==> src/rtl/sd_boot_pkg.sv <==
// sd_boot_pkg
// Shared types and constants for the SD-card boot loader.
//   state_t          : sequencer states (IDLE, ISSUE, RECEIVE, SETTLE)
//   SD_SECTOR_BYTES  : bytes per SD sector
//   SD_WORDS_PER_SECTOR : 32-bit words per sector
//   SD_SECTOR_SHIFT  : log2 of the sector size, sector index -> byte address
//   sector_byte_addr : byte address of sector (base + idx)
package sd_boot_pkg;

    typedef enum logic [1:0] {
        IDLE    = 2'd0,
        ISSUE   = 2'd1,
        RECEIVE = 2'd2,
        SETTLE  = 2'd3
    } state_t;

    localparam int SD_SECTOR_BYTES     = 512;
    localparam int SD_WORDS_PER_SECTOR = 128;
    localparam int SD_SECTOR_SHIFT     = 9;

    function automatic logic [31:0] sector_byte_addr(input logic [31:0] base,
                                                     input logic [15:0] idx);
        return (base + {16'd0, idx}) << SD_SECTOR_SHIFT;
    endfunction

endpackage

==> src/rtl/sd_byte_packer.sv <==
// sd_byte_packer
// Packs a byte stream big-endian into 32-bit words. The first byte of each
// group of four ends up in bits [31:24]. A registered one-cycle word valid
// pulse follows the cycle in which the 4th byte is accepted; the word output
// holds its value between pulses.
// Ports:
//   clk, reset     : clock, synchronous active-high reset
//   i_clear        : restart packing (accepted start), drops any partial word
//   i_byte_vld     : i_byte is valid this cycle
//   i_byte         : incoming byte
//   o_word_vld     : one-cycle pulse, o_word is a freshly completed word
//   o_word         : last completed word
module sd_byte_packer
    import sd_boot_pkg::*;
(
    input  logic        clk,
    input  logic        reset,
    input  logic        i_clear,
    input  logic        i_byte_vld,
    input  logic [7:0]  i_byte,
    output logic        o_word_vld,
    output logic [31:0] o_word
);

    // Only the three older bytes need storing; the 4th comes straight from i_byte.
    logic [23:0] r_shift;
    logic [1:0]  r_cnt;
    logic        r_word_vld;
    logic [31:0] r_word;

    always_ff @(posedge clk) begin
        if (reset || i_clear) begin
            r_shift    <= 24'd0;
            r_cnt      <= 2'd0;
            r_word_vld <= 1'b0;
            if (reset) begin
                r_word <= 32'd0;
            end
        end else begin
            r_word_vld <= 1'b0;
            if (i_byte_vld) begin
                r_shift <= {r_shift[15:0], i_byte};
                r_cnt   <= r_cnt + 2'd1;
                if (r_cnt == 2'd3) begin
                    r_word_vld <= 1'b1;
                    r_word     <= {r_shift, i_byte};
                end
            end
        end
    end

    assign o_word_vld = r_word_vld;
    assign o_word     = r_word;

endmodule

==> src/rtl/sd_boot_loader.sv <==
// sd_boot_loader
// Copies SECTOR_COUNT consecutive 512-byte sectors, starting at BASE_SECTOR,
// from the SD byte-read controller into word-addressed program memory, one
// sector read at a time. Holds the CPU in reset through busy.
// Optional feature macro: SD_BOOT_CHECKSUM_EN (running additive checksum of
// all written words; without it the checksum port reads 0).
// Ports:
//   clk, reset        : clock, synchronous active-high reset
//   start             : one-cycle run request, honoured only in IDLE
//   busy              : run in progress
//   done              : sticky, last word of the run written
//   sd_ready          : controller idle, may accept sd_rd
//   sd_rd             : one-cycle sector read request
//   sd_address        : sector byte address (multiple of 512)
//   sd_dout           : byte from controller
//   sd_byte_available : sd_dout valid this cycle
//   mem_we            : one-cycle memory write strobe
//   mem_addr          : memory word address (wraps at MEM_ADDR_W)
//   mem_wdata         : memory write data
//   checksum          : running sum of written words (mod 2^32)
module sd_boot_loader
    import sd_boot_pkg::*;
#(
    parameter int SECTOR_COUNT = 8,
    parameter int BASE_SECTOR  = 0,
    parameter int MEM_ADDR_W   = 12
) (
    input  logic                  clk,
    input  logic                  reset,
    input  logic                  start,
    output logic                  busy,
    output logic                  done,
    input  logic                  sd_ready,
    output logic                  sd_rd,
    output logic [31:0]           sd_address,
    input  logic [7:0]            sd_dout,
    input  logic                  sd_byte_available,
    output logic                  mem_we,
    output logic [MEM_ADDR_W-1:0] mem_addr,
    output logic [31:0]           mem_wdata,
    output logic [31:0]           checksum
);

    state_t                r_state;
    logic                  r_busy;
    logic                  r_done;
    logic                  r_sd_rd;
    logic [31:0]           r_sd_address;
    logic [15:0]           r_sector;
    logic [8:0]            r_byte_cnt;
    logic [MEM_ADDR_W-1:0] r_mem_addr;

    logic                  w_start_acc;
    logic                  w_byte_vld;
    logic                  w_word_vld;
    logic [31:0]           w_word;

    assign w_start_acc = start && (r_state == IDLE);
    // Bytes outside RECEIVE are stray and must never reach the packer.
    assign w_byte_vld  = sd_byte_available && (r_state == RECEIVE);

    sd_byte_packer u_packer (
        .clk        (clk),
        .reset      (reset),
        .i_clear    (w_start_acc),
        .i_byte_vld (w_byte_vld),
        .i_byte     (sd_dout),
        .o_word_vld (w_word_vld),
        .o_word     (w_word)
    );

    always_ff @(posedge clk) begin
        if (reset) begin
            r_state      <= IDLE;
            r_busy       <= 1'b0;
            r_done       <= 1'b0;
            r_sd_rd      <= 1'b0;
            r_sd_address <= 32'd0;
            r_sector     <= 16'd0;
            r_byte_cnt   <= 9'd0;
            r_mem_addr   <= '0;
        end else begin
            r_sd_rd <= 1'b0;

            // Address is latched alongside the 4th byte so it lines up with
            // the packer's registered word strobe.
            if (w_byte_vld && (r_byte_cnt[1:0] == 2'd3)) begin
                r_mem_addr <= MEM_ADDR_W'(32'(r_sector) * 32'(SD_WORDS_PER_SECTOR)
                                          + 32'(r_byte_cnt[8:2]));
            end

            case (r_state)
                IDLE: begin
                    if (start) begin
                        r_state      <= ISSUE;
                        r_sector     <= 16'd0;
                        r_byte_cnt   <= 9'd0;
                        r_done       <= 1'b0;
                        r_busy       <= 1'b1;
                        r_sd_address <= sector_byte_addr(32'(BASE_SECTOR), 16'd0);
                    end
                end
                ISSUE: begin
                    if (sd_ready) begin
                        r_sd_rd <= 1'b1;
                        r_state <= RECEIVE;
                    end
                end
                RECEIVE: begin
                    if (sd_byte_available) begin
                        // 9-bit counter wraps to 0 on the last byte, ready for the next sector.
                        r_byte_cnt <= r_byte_cnt + 9'd1;
                        if (r_byte_cnt == 9'(SD_SECTOR_BYTES - 1)) begin
                            r_state <= SETTLE;
                        end
                    end
                end
                SETTLE: begin
                    if (sd_ready) begin
                        if (r_sector == 16'(SECTOR_COUNT - 1)) begin
                            r_state <= IDLE;
                            r_done  <= 1'b1;
                            r_busy  <= 1'b0;
                        end else begin
                            r_sector     <= r_sector + 16'd1;
                            r_sd_address <= sector_byte_addr(32'(BASE_SECTOR),
                                                             r_sector + 16'd1);
                            r_state      <= ISSUE;
                        end
                    end
                end
                default: r_state <= IDLE;
            endcase
        end
    end

`ifdef SD_BOOT_CHECKSUM_EN
    logic [31:0] r_cks_acc;

    always_ff @(posedge clk) begin
        if (reset || w_start_acc) begin
            r_cks_acc <= 32'd0;
        end else if (w_word_vld) begin
            r_cks_acc <= r_cks_acc + w_word;
        end
    end

    // Include the word being written so the sum is current in the strobe cycle.
    assign checksum = r_cks_acc + (w_word_vld ? w_word : 32'd0);
`else
    assign checksum = 32'h0;
`endif

    assign busy       = r_busy;
    assign done       = r_done;
    assign sd_rd      = r_sd_rd;
    assign sd_address = r_sd_address;
    assign mem_we     = w_word_vld;
    assign mem_addr   = r_mem_addr;
    assign mem_wdata  = w_word;

endmodule

==> config.mk <==
export PLATFORM = sky130hd
export DESIGN_NAME = sd_boot_loader
export DESIGN_NICKNAME = d
export VERILOG_FILES = /design/src/rtl/sd_boot_pkg.sv /design/src/rtl/sd_byte_packer.sv /design/src/rtl/sd_boot_loader.sv
export SDC_FILE = /design/constraint.sdc
export NUM_CORES = 1
export LEC_CHECK = 0
export CORE_MARGIN = 3
export CORE_UTILIZATION = 44
export DETAILED_ROUTE_END_ITERATION = 10
export PLACE_DENSITY = 0.74
export SLEW_MARGIN = 25
export SYNTH_ARGS = -nofsm -noshare
export SYNTH_HDL_FRONTEND = slang
export SYNTH_SLANG_ARGS = --single-unit
==> constraint.sdc <==
create_clock -name clk -period 2.95 [get_ports clk]
set_input_delay 0.4425 -clock clk [delete_from_list [all_inputs] [get_ports clk]]
set_output_delay 0.4425 -clock clk [all_outputs]
set_load 0.005 [all_outputs]
# Yosys cells after proc, flatten, opt, wreduce, memory -nomap -nowiden
# Cells that the tools add are included.
# totals
latch_bits,0
mem_bits_ro,0
regBits,133
n_memories,0
ram_bits,0
elab_cells,81
in_bits,13
out_inout_bits,112
# classes
bitwise,2
multipliers,0
mux,32
add_sub_neg,4
eq_ne,15
n_shift,0
n_lt_le_gt_ge,0
div,0
n_reduce_logical,16
# ops
cell,n
2-to-1 mux 32 bit,7
one-hot mux 32 bit (2 select lines),1
2-to-1 mux 16 bit,3
one-hot mux 16 bit (2 select lines),1
2-to-1 mux 9 bit,2
one-hot mux 9 bit (2 select lines),1
adder 16 x 1 -> 16 bit (second input constant),1
equality test 16 x 3 -> 1 bit (second input constant),1
inequality test 2 bit (second input constant),7
adder 12 x 7 -> 12 bit,1
2-to-1 mux 2 bit,5
adder 9 x 1 -> 9 bit (second input constant),1
equality test 9 bit (second input constant),1
2-to-1 mux 1 bit,9
equality test 2 bit (second input constant),4
one-hot mux 2 bit (4 select lines),1
AND reduction 4 bit,2
nonzero test 2 bit,4
AND reduction 3 bit,2
AND reduction 5 bit,1
one-hot mux 1 bit (2 select lines),2
OR reduction 2 bit,2
logical AND 1 bit,3
adder 2 x 1 -> 2 bit (second input constant),1
other kinds (5),6

# Depth between registers and ports, before layout
# logic_depth
ltp_word,5
mapped_depth,9
depth_no_buf,8

# By module
# From an unflattened synthesis, not the netlist that was laid out.
# unflattened
cells_unflattened,472
hier_area_um2,4708.3
# by_module_without_submodules
mod,n_inst,area_per_inst_um2,seq_area_each_um2,cells_each
sd_boot_loader,1,2529.9,840.8,314
sd_byte_packer,1,2178.3,1501.4,158

# Least setup slack after synthesis
# No wires, ideal clock.
# synth_timing
kind,flip-flop to flip-flop
startpoint,register r_state[0]
endpoint,"register u_packer.r_word[0], in the netlist u_packer.o_word[0] (enable)"
setup_time_ns,0.377
stages_incl_launch_ff,7
period_less_slack_ns,2.143
arrival_ns,1.766
path_buffers,2
setup_slack_ns,0.807
required_time_ns,2.573
path_cell_list,dfxtp_1 -> inv_1 -> ha_1 -> clkbuf_1 -> and2_1 -> clkbuf_1 -> a31o_2
# synth_via
elab_chain_cells,5
word_cells_on_any_way,9
classes_between,2 x eq/ne; 7 x reduce/logical
# synth_lines
item,line_no,text
start: declaration,sd_boot_loader.sv:44,state_t r_state;
start signal: assignment,sd_boot_loader.sv:74,r_state <= IDLE;
start signal: assignment,sd_boot_loader.sv:95,r_state <= ISSUE;
start signal: assignment,sd_boot_loader.sv:106,r_state <= RECEIVE;
zero test 2 bit,sd_boot_loader.sv:58,assign w_start_acc = start && (r_state == IDLE);
logical AND 1 bit,sd_boot_loader.sv:58,
logical OR 1 bit,sd_byte_packer.sv:32,if (reset || i_clear) begin
inequality test 2 bit (no line) / nonzero test 2 bit (equally long branches),--,
AND reduction 3 bit (no line) (*),--,
end signal: assignment,sd_byte_packer.sv:46,"r_word <= {r_shift, i_byte};"
end: declaration,sd_byte_packer.sv:29,logic [31:0] r_word;
# Every way passes the cells marked *; elsewhere a longest branch is shown, timed or not.
# A chain may end at the register's enable or synchronous reset.

# Worst setup path after layout
# layout_timing
startpoint,register r_state[0]
endpoint,"register r_sd_address[18], in the netlist sd_address[18]"
# layout_via
elab_chain_cells,3
word_cells_on_any_way,8
classes_between,4 x eq/ne; 1 x mux; 3 x reduce/logical
# layout_lines
item,line_no,text
equality test 2 bit / zero test 2 bit (equally long branches),sd_boot_loader.sv:92,case (r_state)
inequality test 2 bit (no line) / nonzero test 2 bit (equally long branches),--,
AND reduction 4 bit (no line),--,
end signal: assignment,sd_boot_loader.sv:100,"r_sd_address <= sector_byte_addr(32'(BASE_SECTOR), 16'd0);"
end signal: assignment,sd_boot_loader.sv:126,"r_sd_address <= sector_byte_addr(32'(BASE_SECTOR),"
end: declaration,sd_boot_loader.sv:48,logic [31:0] r_sd_address;
# Parallel ways exist; a longest one is shown, timed or not.

==> metrics.md <==
| Metric | Value |
|---|---|
| Outcome | complete, no violations |
| Final cell utilization of the core | 54.7% |
| Post-Syn Area | 0.00446 mm² |
| Most frequent cells in the layout | 95 x nand2_1, 76 x clkdlybuf4s50_1, 69 x dfxtp_1 |
| Fin nets | 570 |
| Worst path slowest cell | or4_1 |
| Cell area after layout | 0.00537 mm² |
| Net load switching power | 1.05 mW |
| Power density over the cells | 587 mW/mm² |
| Detail Placement HPWL | 6390 µm |
| Hold Path Class | reg -> reg |
| Mean area per synthesized cell | 9.30 µm² |
| CTS tree | yes |
| Sw frac | 33.3% |
| Die height | 107 µm |
| Setup TNS | 0 ns |
| GPL Wtd Cong | 0.874 |
| Worst hold path startpoint | u_packer.r_shift[21] |
| Starting Density | 45.4% |
| Max-slew headroom | 46.4% |
| Largest net degree at the start of global routing | 35 |
| Vias | 3398 |
| Leak pwr | 1.94 nW |
| WHS Endpoint | u_packer.r_shift[21] |
| Combinational share of power | 22.9% |
| Via density | 4.95 |
| DRT antenna net count | 0 |
| DR iter-0 viols | 152 |
| Worst Tran Pin Value | 0.804 ns |
| Post-CTS resize count | 0 |
| Worst reg2reg path depth | 6 |
| Register share of total power | 48.7% |
| GRT Overall Usage | 16.4% |
| CP Max Fanout | 15 |
| Latest clock arrival within the worst-skew pair | 0.38 ns |
| # setup viols final | 0 |
| Power Total | 3.15 mW |
| Diode count | 0 |
| H-tree levels | 3 |
| Initial antenna violation count | 0 |
| Setup crit end kind | register |
| Max-slew violation count | 0 |
| Type of origin of the critical path | register |
| Clock Sinks | 101 |
| CP Data Required Time | 3.25 ns |
| RR Endpoint | sd_address[18] |
| Worst clock skew | 0.0128 ns |
| Final period util | 75.5% |
| Synth Flop Type | dfxtp_1 |
| Post-synth EDFFs | 32 |
| Port bufs | 76 |
| Crit path DAT | 2.53 ns |
| RSZ-0062 raised after global routing | no |
| # Post-CTS Setup Buffers | 0 |
| Final Hold Viols | 0 |
| Chain of cells forming the critical path | inv_1, ha_1, nor2b_4, or3_4, or4_1, a31oi_1 |
| Reg2reg setup slack | 0.72 ns |
| Max incr delay on CP | 0.49 ns |
| Int Pwr | 2.10 mW |
| Clock Path Buffers | 2 |
| Async set-reset flop share out of synthesis | 0% |
| I/O pins | 125 |
| Global route overflow | 0 |
| Min cycle time layout | 2.23 ns |
| Post-synthesis sequential area ratio | 52.5% |
| Die ar. | 0.0114 mm² |
| Reg clk slew, reported paths | 0.11 ns |
| Commonest non-fill, non-tap cell in the layout | nand2_1 |
| Yosys Warn Count | 0 |
| DP Area | 0.00516 mm² |
| Post-Route WL | 9150 µm |
| First-pass GRT wire length | 15200 µm |
| #FFs+latches synth | 101 |
| Hold path depth | 2 |
| Area Overhead vs Synth | 20.4% |
| Vias in the first global route | 3293 |
| FP Rows | 36 |
| Setup Crit Path Kind | reg -> reg |
| Cells after Synth | 480 |
| R2R Path Start | r_state[0] |
| Residual DRC count | 0 |
| CTS root buf | clkbuf_8 |
| Clock network power share | 28.4% |
| Layout cell share with drive strength beyond 1 | 4.69% |
| First-pass DRT Iterations | 4 |
| DR WL/cell | 13.3 µm |
| Core outline area | 0.00982 mm² |
| Max_cap viols | 0 |
| Achievable frequency | 449 MHz |
| Num CTS Buffers | 9 |
| Unique masters post-synth | 42 |
| Cts-stage hold buffer count | 0 |
| Die W | 107 µm |
| Peak VDD IR | 0.298 mV |
## layer usage
metal  vias up  routed length [µm]  share of wire, %  global-route usage (%)
met5         -                   0                 0                       0
met4         0                 139               1.5                    6.94
met3        13                 651               7.1                    3.85
met2       113                4360                48                    27.1
met1      1601                4000                44                    20.6
li1       1671                   -                 -                       -
## final cells by class
class                      instances  area [µm²]
timing repair buffer              81         798
fill                             926        4450
tap                              133         166
clock inverter                     7        91.3
clock buffer                       9         124
sequential                       101        2340
multi-input combinational        352        1830
inverter                           4        15.0
## worst max-delay path: cells and delay by family (launching register included)
kind,cells,cell delay (ns)
compound gates,1,0.18
simple gates,3,1.16
flops,1,0.42
fa+ha+maj,1,0.30
buf+inv,1,0.09
## cells in the mapped netlist, types with 2 or more instances
master    number  area [µm²]
ha_1           8         100
o21ai_0       10        50.1
xor2_1         6        52.6
nand2b_1       2        12.5
a21oi_1       54         270
inv_1          4        15.0
a31oi_1        4        25.0
buf_4         48         360
dfxtp_1       69        1380
or3_1          5        31.3
nor3_1         7        35.0
nor4b_1        3        26.3
nor4_1         3        18.8
nand3_1       13        65.1
o21a_1         2        15.0
or4_1          4        30.0
clkbuf_1      21        78.8
xnor2_1        4        35.0
nor3b_1        2        15.0
nand4_1        5        31.3
and3_1         9        56.3
o21bai_1       2        15.0
edfxtp_1      32         961
and2_1        35         219
nand2_1       95         357
nor2_1        17        63.8
## cells by family after synthesis
family          count (synthesis)  share of synthesized area (%)
compound gates                 78                           9.56
xor+xnor                       10                           1.96
fa+ha+maj                       8                           2.24
buf+inv                        74                           10.4
flops                         101                           52.5
mux                             1                          0.224
other cells                     1                         0.0840
simple gates                  207                           23.0
## state kept, by name (all words and copies together), names as in the netlist
name                 cells
sd_address              16
done                     1
u_packer.o_word         32
busy                     1
u_packer.o_word_vld      1
r_byte_cnt               9
sd_rd                    1
mem_addr                12
u_packer.r_shift        24
u_packer.r_cnt           2
r_state                  2
## power groups by stage
stage	clock network, mW	logic (mW)	registers, mW
final	0.895	0.721	1.53
after global routing	0.971	0.812	1.55
after CTS	0.917	0.721	1.54
after detailed placement	0	0.718	1.57
after global placement	0	0.689	1.56
after floorplan	0	0.553	1.56
## stage by stage
step | hold slack (ns) | setup slack, ns | instances
after floorplan | 0.432 | 0.807 | 527
after global placement | 0.440 | 0.695 | 671
after detailed placement | 0.443 | 0.612 | 671
after CTS | 0.459 | 0.733 | 687
after global routing | 0.484 | 0.562 | 687
final | 0.455 | 0.724 | 687
## worst max path at each step
stage	to	slack, ns	from	cells past startpoint
floorplan	u_packer.o_word[0]	0.81	r_state[0]	6
global placement	sd_address[20]	0.70	start	5
detailed placement	sd_address[18]	0.61	start	5
CTS	sd_address[20]	0.73	r_state[0]	6
global route	sd_address[18]	0.56	r_state[0]	6
finish	sd_address[18]	0.72	r_state[0]	6
No activity file was read; power rests on OpenSTA's default activity.
